<file path="config.mk">
export PLATFORM = sky130hd
export DESIGN_NAME = con_input_fifo
export DESIGN_NICKNAME = d
export VERILOG_FILES = /design/src/rtl/con_input_fifo.sv
export SDC_FILE = /design/constraint.sdc
export NUM_CORES = 1
export LEC_CHECK = 0
export CELL_PAD_IN_SITES_DETAIL_PLACEMENT = 2
export CELL_PAD_IN_SITES_GLOBAL_PLACEMENT = 2
export CORE_MARGIN = 4
export CORE_UTILIZATION = 34
export CTS_BUF_LIST = sky130_fd_sc_hd__clkbuf_8 sky130_fd_sc_hd__clkbuf_16
export DETAILED_ROUTE_END_ITERATION = 7
export MAX_ROUTING_LAYER = met4
export PLACE_DENSITY = 0.82
export SYNTH_ARGS = -nofsm -noshare
export SYNTH_HDL_FRONTEND = slang
export SYNTH_SLANG_ARGS = --single-unit
</file>
<file path="constraint.sdc">
create_clock -name clk -period 2.3 [get_ports clk]
set_input_delay 0.46 -clock clk [delete_from_list [all_inputs] [get_ports clk]]
set_output_delay 0.46 -clock clk [all_outputs]
set_load 0.02 [all_outputs]
</file>
<file path="src/rtl/con_input_fifo.sv">
// con_input_fifo: staging FIFO between the three 16-bit connection buses and
// the input/kernel data shifters. One word triplet is captured per
// con_valid/con_ready handshake and presented downstream first-word
// fall-through with a valid/ready handshake, so shifter stalls never lose
// external data. Capture is blocked while the chip itself drives the buses.
//
// Optional statistics counters are compiled in with CON_FIFO_STATS_EN;
// without that macro stall_cycles and accepted are tied to zero.
module con_input_fifo #(
    parameter int IO_DATA_WIDTH = 16,
    parameter int DEPTH         = 4,
    parameter int CNT_WIDTH     = $clog2(DEPTH + 1)
) (
    input  logic                     clk,
    input  logic                     arst_in,
    input  logic [IO_DATA_WIDTH-1:0] con_1_in,
    input  logic [IO_DATA_WIDTH-1:0] con_2_in,
    input  logic [IO_DATA_WIDTH-1:0] con_3_in,
    input  logic                     con_valid,
    output logic                     con_ready,
    input  logic                     driving_cons,
    input  logic                     flush,
    output logic                     out_valid,
    input  logic                     out_ready,
    output logic [IO_DATA_WIDTH-1:0] out_row_1,
    output logic [IO_DATA_WIDTH-1:0] out_row_2,
    output logic [IO_DATA_WIDTH-1:0] out_row_3,
    output logic [CNT_WIDTH-1:0]     count,
    output logic [31:0]              stall_cycles,
    output logic [31:0]              accepted
);

    localparam int PTR_W = $clog2(DEPTH);
    localparam int ROW_W = 3 * IO_DATA_WIDTH;

    localparam logic [CNT_WIDTH-1:0] CNT_FULL = CNT_WIDTH'(DEPTH);
    localparam logic [CNT_WIDTH-1:0] CNT_ZERO = {CNT_WIDTH{1'b0}};
    localparam logic [CNT_WIDTH-1:0] CNT_ONE  = CNT_WIDTH'(1);
    localparam logic [PTR_W-1:0]     PTR_ZERO = {PTR_W{1'b0}};
    localparam logic [PTR_W-1:0]     PTR_ONE  = PTR_W'(1);
    localparam logic [ROW_W-1:0]     ROW_ZERO = {ROW_W{1'b0}};

    // Storage holds triplets packed as {word1, word2, word3}; it is not reset.
    logic [ROW_W-1:0]     mem_q [DEPTH];
    logic [ROW_W-1:0]     mem_d [DEPTH];

    logic [PTR_W-1:0]     wr_ptr_q, wr_ptr_d;
    logic [PTR_W-1:0]     rd_ptr_q, rd_ptr_d;
    logic [CNT_WIDTH-1:0] count_q,  count_d;

    logic                 con_ready_s;
    logic                 wr_en_s;
    logic                 rd_en_s;
    logic                 not_empty_s;
    logic [ROW_W-1:0]     wr_word_s;
    logic [ROW_W-1:0]     head_s;

    // Handshake qualifiers; con_ready depends only on registered count and
    // the two blocking inputs, never on con_valid or out_ready.
    always_comb begin
        not_empty_s = (count_q != CNT_ZERO);
        con_ready_s = (count_q != CNT_FULL) && !driving_cons && !flush;
        wr_en_s     = con_valid && con_ready_s;
        rd_en_s     = not_empty_s && out_ready;
        wr_word_s   = {con_1_in, con_2_in, con_3_in};
    end

    // Next-state for the storage array: only the slot at wr_ptr changes.
    always_comb begin
        mem_d = mem_q;
        if (wr_en_s) begin
            mem_d[wr_ptr_q] = wr_word_s;
        end else begin
            mem_d = mem_q;
        end
    end

    // Storage register update (intentionally without reset).
    always_ff @(posedge clk) begin
        mem_q <= mem_d;
    end

    // Next-state for pointers and occupancy; flush overrides read and write.
    always_comb begin
        wr_ptr_d = wr_ptr_q;
        rd_ptr_d = rd_ptr_q;
        count_d  = count_q;
        if (flush) begin
            wr_ptr_d = PTR_ZERO;
            rd_ptr_d = PTR_ZERO;
            count_d  = CNT_ZERO;
        end else begin
            if (wr_en_s) begin
                wr_ptr_d = wr_ptr_q + PTR_ONE;
            end else begin
                wr_ptr_d = wr_ptr_q;
            end
            if (rd_en_s) begin
                rd_ptr_d = rd_ptr_q + PTR_ONE;
            end else begin
                rd_ptr_d = rd_ptr_q;
            end
            case ({wr_en_s, rd_en_s})
                2'b10:   count_d = count_q + CNT_ONE;
                2'b01:   count_d = count_q - CNT_ONE;
                default: count_d = count_q;
            endcase
        end
    end

    // Pointer and occupancy registers with asynchronous reset.
    always_ff @(posedge clk or posedge arst_in) begin
        if (arst_in) begin
            wr_ptr_q <= PTR_ZERO;
            rd_ptr_q <= PTR_ZERO;
            count_q  <= CNT_ZERO;
        end else begin
            wr_ptr_q <= wr_ptr_d;
            rd_ptr_q <= rd_ptr_d;
            count_q  <= count_d;
        end
    end

    // Fall-through head: the word at rd_ptr, forced to zero when empty so
    // stale storage never leaks onto the outputs.
    always_comb begin
        if (not_empty_s) begin
            head_s = mem_q[rd_ptr_q];
        end else begin
            head_s = ROW_ZERO;
        end
    end

    assign con_ready = con_ready_s;
    assign out_valid = not_empty_s;
    assign out_row_1 = head_s[ROW_W-1 -: IO_DATA_WIDTH];
    assign out_row_2 = head_s[2*IO_DATA_WIDTH-1 -: IO_DATA_WIDTH];
    assign out_row_3 = head_s[IO_DATA_WIDTH-1 -: IO_DATA_WIDTH];
    assign count     = count_q;

`ifdef CON_FIFO_STATS_EN
    localparam logic [31:0] STAT_MAX  = 32'hFFFF_FFFF;
    localparam logic [31:0] STAT_ZERO = 32'h0000_0000;
    localparam logic [31:0] STAT_ONE  = 32'h0000_0001;

    logic [31:0] stall_cycles_q, stall_cycles_d;
    logic [31:0] accepted_q,     accepted_d;

    // Saturating statistics: stalls while the source waits, and accepted writes.
    always_comb begin
        stall_cycles_d = stall_cycles_q;
        accepted_d     = accepted_q;
        if (flush) begin
            stall_cycles_d = STAT_ZERO;
            accepted_d     = STAT_ZERO;
        end else begin
            if (con_valid && !con_ready_s && (stall_cycles_q != STAT_MAX)) begin
                stall_cycles_d = stall_cycles_q + STAT_ONE;
            end else begin
                stall_cycles_d = stall_cycles_q;
            end
            if (wr_en_s && (accepted_q != STAT_MAX)) begin
                accepted_d = accepted_q + STAT_ONE;
            end else begin
                accepted_d = accepted_q;
            end
        end
    end

    // Statistics registers with asynchronous reset.
    always_ff @(posedge clk or posedge arst_in) begin
        if (arst_in) begin
            stall_cycles_q <= STAT_ZERO;
            accepted_q     <= STAT_ZERO;
        end else begin
            stall_cycles_q <= stall_cycles_d;
            accepted_q     <= accepted_d;
        end
    end

    assign stall_cycles = stall_cycles_q;
    assign accepted     = accepted_q;
`else
    assign stall_cycles = 32'd0;
    assign accepted     = 32'd0;
`endif

endmodule

</file>
==> flow_summary_export.csv <==
group,metric,value,unit
outcome,outcome,"finished with violations",
outcome,violations,"setup timing",
sta,clock.fmax,397,MHz
place,routabilityCongestion,0.774,
global_route,first_global_vias,4676,
sta,final_critical_path_setup_slack,-216,ps
die,ioPinCount,171,
power,power,12.8,mW
sta,finClkSkew,9.15,ps
place,detailedPlace.worstSlack,-453,ps
clocking,tritoncts.num_buffers,17,
power,p_leak,3.73,nW
routing,detail_route.vias_per_cell,4.54,
flow_run,cap_viol_max_count,0,
clocking,cts-htree-levels,4,
logic_synthesis,synthesis.area_per_instance,19.7,um2
place,dp_hpwl,12.8,mm
cells_and_area,final_common_cell,"sky130_fd_sc_hd__edfxtp_1",
die,dieArea,26700,um2
logic_synthesis,synth_seq_cells,199,
logic_synthesis,mappedNetlistArea,8220,um2
cells_and_area,count_of_inserted_antenna_diode_cells,0,
cells_and_area,commonest_cells_after_routing_fill_and_taps_aside,"sky130_fd_sc_hd__edfxtp_1 (192), sky130_fd_sc_hd__conb_1 (64), sky130_fd_sc_hd__clkdlybuf4s50_1 (56)",
routing,drtAntennaViolNets,0,
clocking,clock_insertion_delay_worst_skew,430,ps
logic_synthesis,yosysWarnings,0,
sta,layout_min_cycle_time,2520,ps
cells_and_area,areaGrowthSynthToFinish,30.5,%
clocking,tritoncts,"done",
global_route,number_of_antenna_violations_at_the_first_check_in_global_routing,0,
sta,final.setup.tns,-6430,ps
power,vdd_drop_max,0.593,mV
cells_and_area,nets,620,
clocking,clk_pin_slew_worst_paths,70,ps
die,die_y,163,um
clocking,cts_buffer_depth,2,
global_route,globalRouteTotalUtil,15.4,%
power,power.density,1190,nW/um2
cells_and_area,finished_core_util,45.4,%
setup_path,worst-endpoint-arrival,2060,ps
die,initial_utilization,34.8,%
routing,via_count,4052,
setup_path,cp_data_required_time,1840,ps
die,core_area,23600,um2
global_route,grt_pass1_wl,29.3,mm
routing,wirelength,19.4,mm
worst_hold_path,path_category_of_the_worst_min_delay_check,"in -> async",
clocking,clockRootBuffer,"sky130_fd_sc_hd__clkbuf_16",
place,numPortBuffers,106,
setup_path,critical_path.startpoint_type,"flip-flop",
cells_and_area,fraction_of_final_layout_cells_with_drive_strength_greater_than_1,38.7,%
setup_path,timing.setup.critical_path_class,"reg -> out",
routing,detailedRoute.firstIterationViolations,151,
routing,remaining_drc_errors,0,
logic_synthesis,synthesis.instances,418,
die,rows,56,
routing,first_pass_iters,4,
logic_synthesis,synthFlopType,"sky130_fd_sc_hd__edfxtp_1",
sta,grt_setup_unrepaired,"true",
sta,worst_hold_slack,288,ps
logic_synthesis,seq_area_frac_synth,72.3,%
sta,max_slew_violations,0,
logic_synthesis,edff_count_synth,192,
global_route,grt_max_degree,31,
logic_synthesis,netlist-cell-type-count,29,
setup_path,critical_path.endpoint_type,"output pin",
clocking,post_cts_hold_buffer_count,0,
sta,report.final.setup_viol,48,
global_route,grt_overflow,0,
die,die-width,163,um
setup_path,critPathMaxFanout,5,
sta,final_min_period_over_clock_period,109,%
logic_synthesis,fraction_of_registers_with_async_set_or_reset_after_synthesis,3.52,%
clocking,cts.sinks,199,
routing,drt-wirelength-per-cell,21.7,um
setup_path,worstRegToRegCells,8,
sta,hold_violations,0,
==> timing repair <==
action / in CTS / in global routing
cloned: 4 / 1
setup buffers: 6 / 0
gates resized for setup: 309 / 25
endpoints found under the setup margin: 50 / 49
pin swaps: 21 / 0
endpoints found under the hold margin: 0 / 0
==> cell type report <==
class,instances,area [um2]
clock buffer,17,425
timing repair buffer,143,1690
clock inverter,15,190
inverter,3,11.3
multi-input combinational,197,2070
fill,2198,12900
sequential,199,5950
tap,319,399
==> synth_stat cells, types with 3 or more instances <==
library cell	n	area share (%)
sky130_fd_sc_hd__xor2_1	3	0.32
sky130_fd_sc_hd__nor2b_1	3	0.23
sky130_fd_sc_hd__clkbuf_1	7	0.32
sky130_fd_sc_hd__buf_2	7	0.43
sky130_fd_sc_hd__edfxtp_1	192	70
sky130_fd_sc_hd__ha_1	4	0.61
sky130_fd_sc_hd__inv_1	3	0.14
sky130_fd_sc_hd__and2_1	52	4.0
sky130_fd_sc_hd__nor2_1	6	0.27
sky130_fd_sc_hd__buf_1	3	0.14
sky130_fd_sc_hd__buf_4	64	5.8
sky130_fd_sc_hd__dfrtp_1	7	2.1
sky130_fd_sc_hd__mux4_2	48	13
==> kinds of logic after synthesis <==
| family | Yosys count | share of synthesized area (%) |
|---|---|---|
| DFF | 199 | 72.3 |
| buffers and inverters | 85 | 7.00 |
| and+or+nand+nor | 70 | 5.21 |
| muxes | 52 | 13.7 |
| adders and majority gates | 5 | 0.853 |
| AOI/OAI and AO/OA | 3 | 0.609 |
| xor gates and xnor gates | 3 | 0.320 |
| other | 1 | 0.0456 |
==> where the power goes <==
part / switching (mW) / internal (mW)
registers: 0.0624 / 4.11
clock network: 1.42 / 1.66
logic: 2.58 / 2.95
total: 4.06 / 8.72
==> critical path: stages, from the launching register on <==
cell                      delay [ps]
sky130_fd_sc_hd__dfrtp_4         510
sky130_fd_sc_hd__buf_12          140
sky130_fd_sc_hd__buf_12          130
sky130_fd_sc_hd__buf_16          140
sky130_fd_sc_hd__mux4_2          410
sky130_fd_sc_hd__and2_4          170
sky130_fd_sc_hd__buf_6           120
==> flip-flops by register name (all words and copies together), names as in the netlist <==
signal,cells
count,3
mem_q,192
wr_ptr_q,2
rd_ptr_q,2
==> metrics by stage <==
stage / std cells / instance area (um2)
floorplan: 481 / 8460
global placement: 851 / 9770
global route: 893 / 10700
detailed placement: 851 / 9770
finish: 893 / 10700
CTS: 893 / 10700
==> worst paths after layout <==
check | startpoint | end | slack, ps
min in group clk | wr_ptr_q[0] | wr_ptr_q[0] | 600
max in group asynchronous | arst_in | rd_ptr_q[0] | 1740
min reg2reg | wr_ptr_q[0] | wr_ptr_q[0] | 600
min | arst_in | count[2] | 290
max | rd_ptr_q[0] | out_row_3[1] | -220
max reg2reg | count[0] | count[2] | 120
==> layer usage <==
layer  routed length (um)  vias up  GRT usage [%]
li1                     -     1775              -
met1                 7780     2135           18.2
met2                10500      132           27.4
met3                  967       10           3.13
met4                  144        0           3.55
met5                    0        -              -
Power figures use the tool's default switching activity.
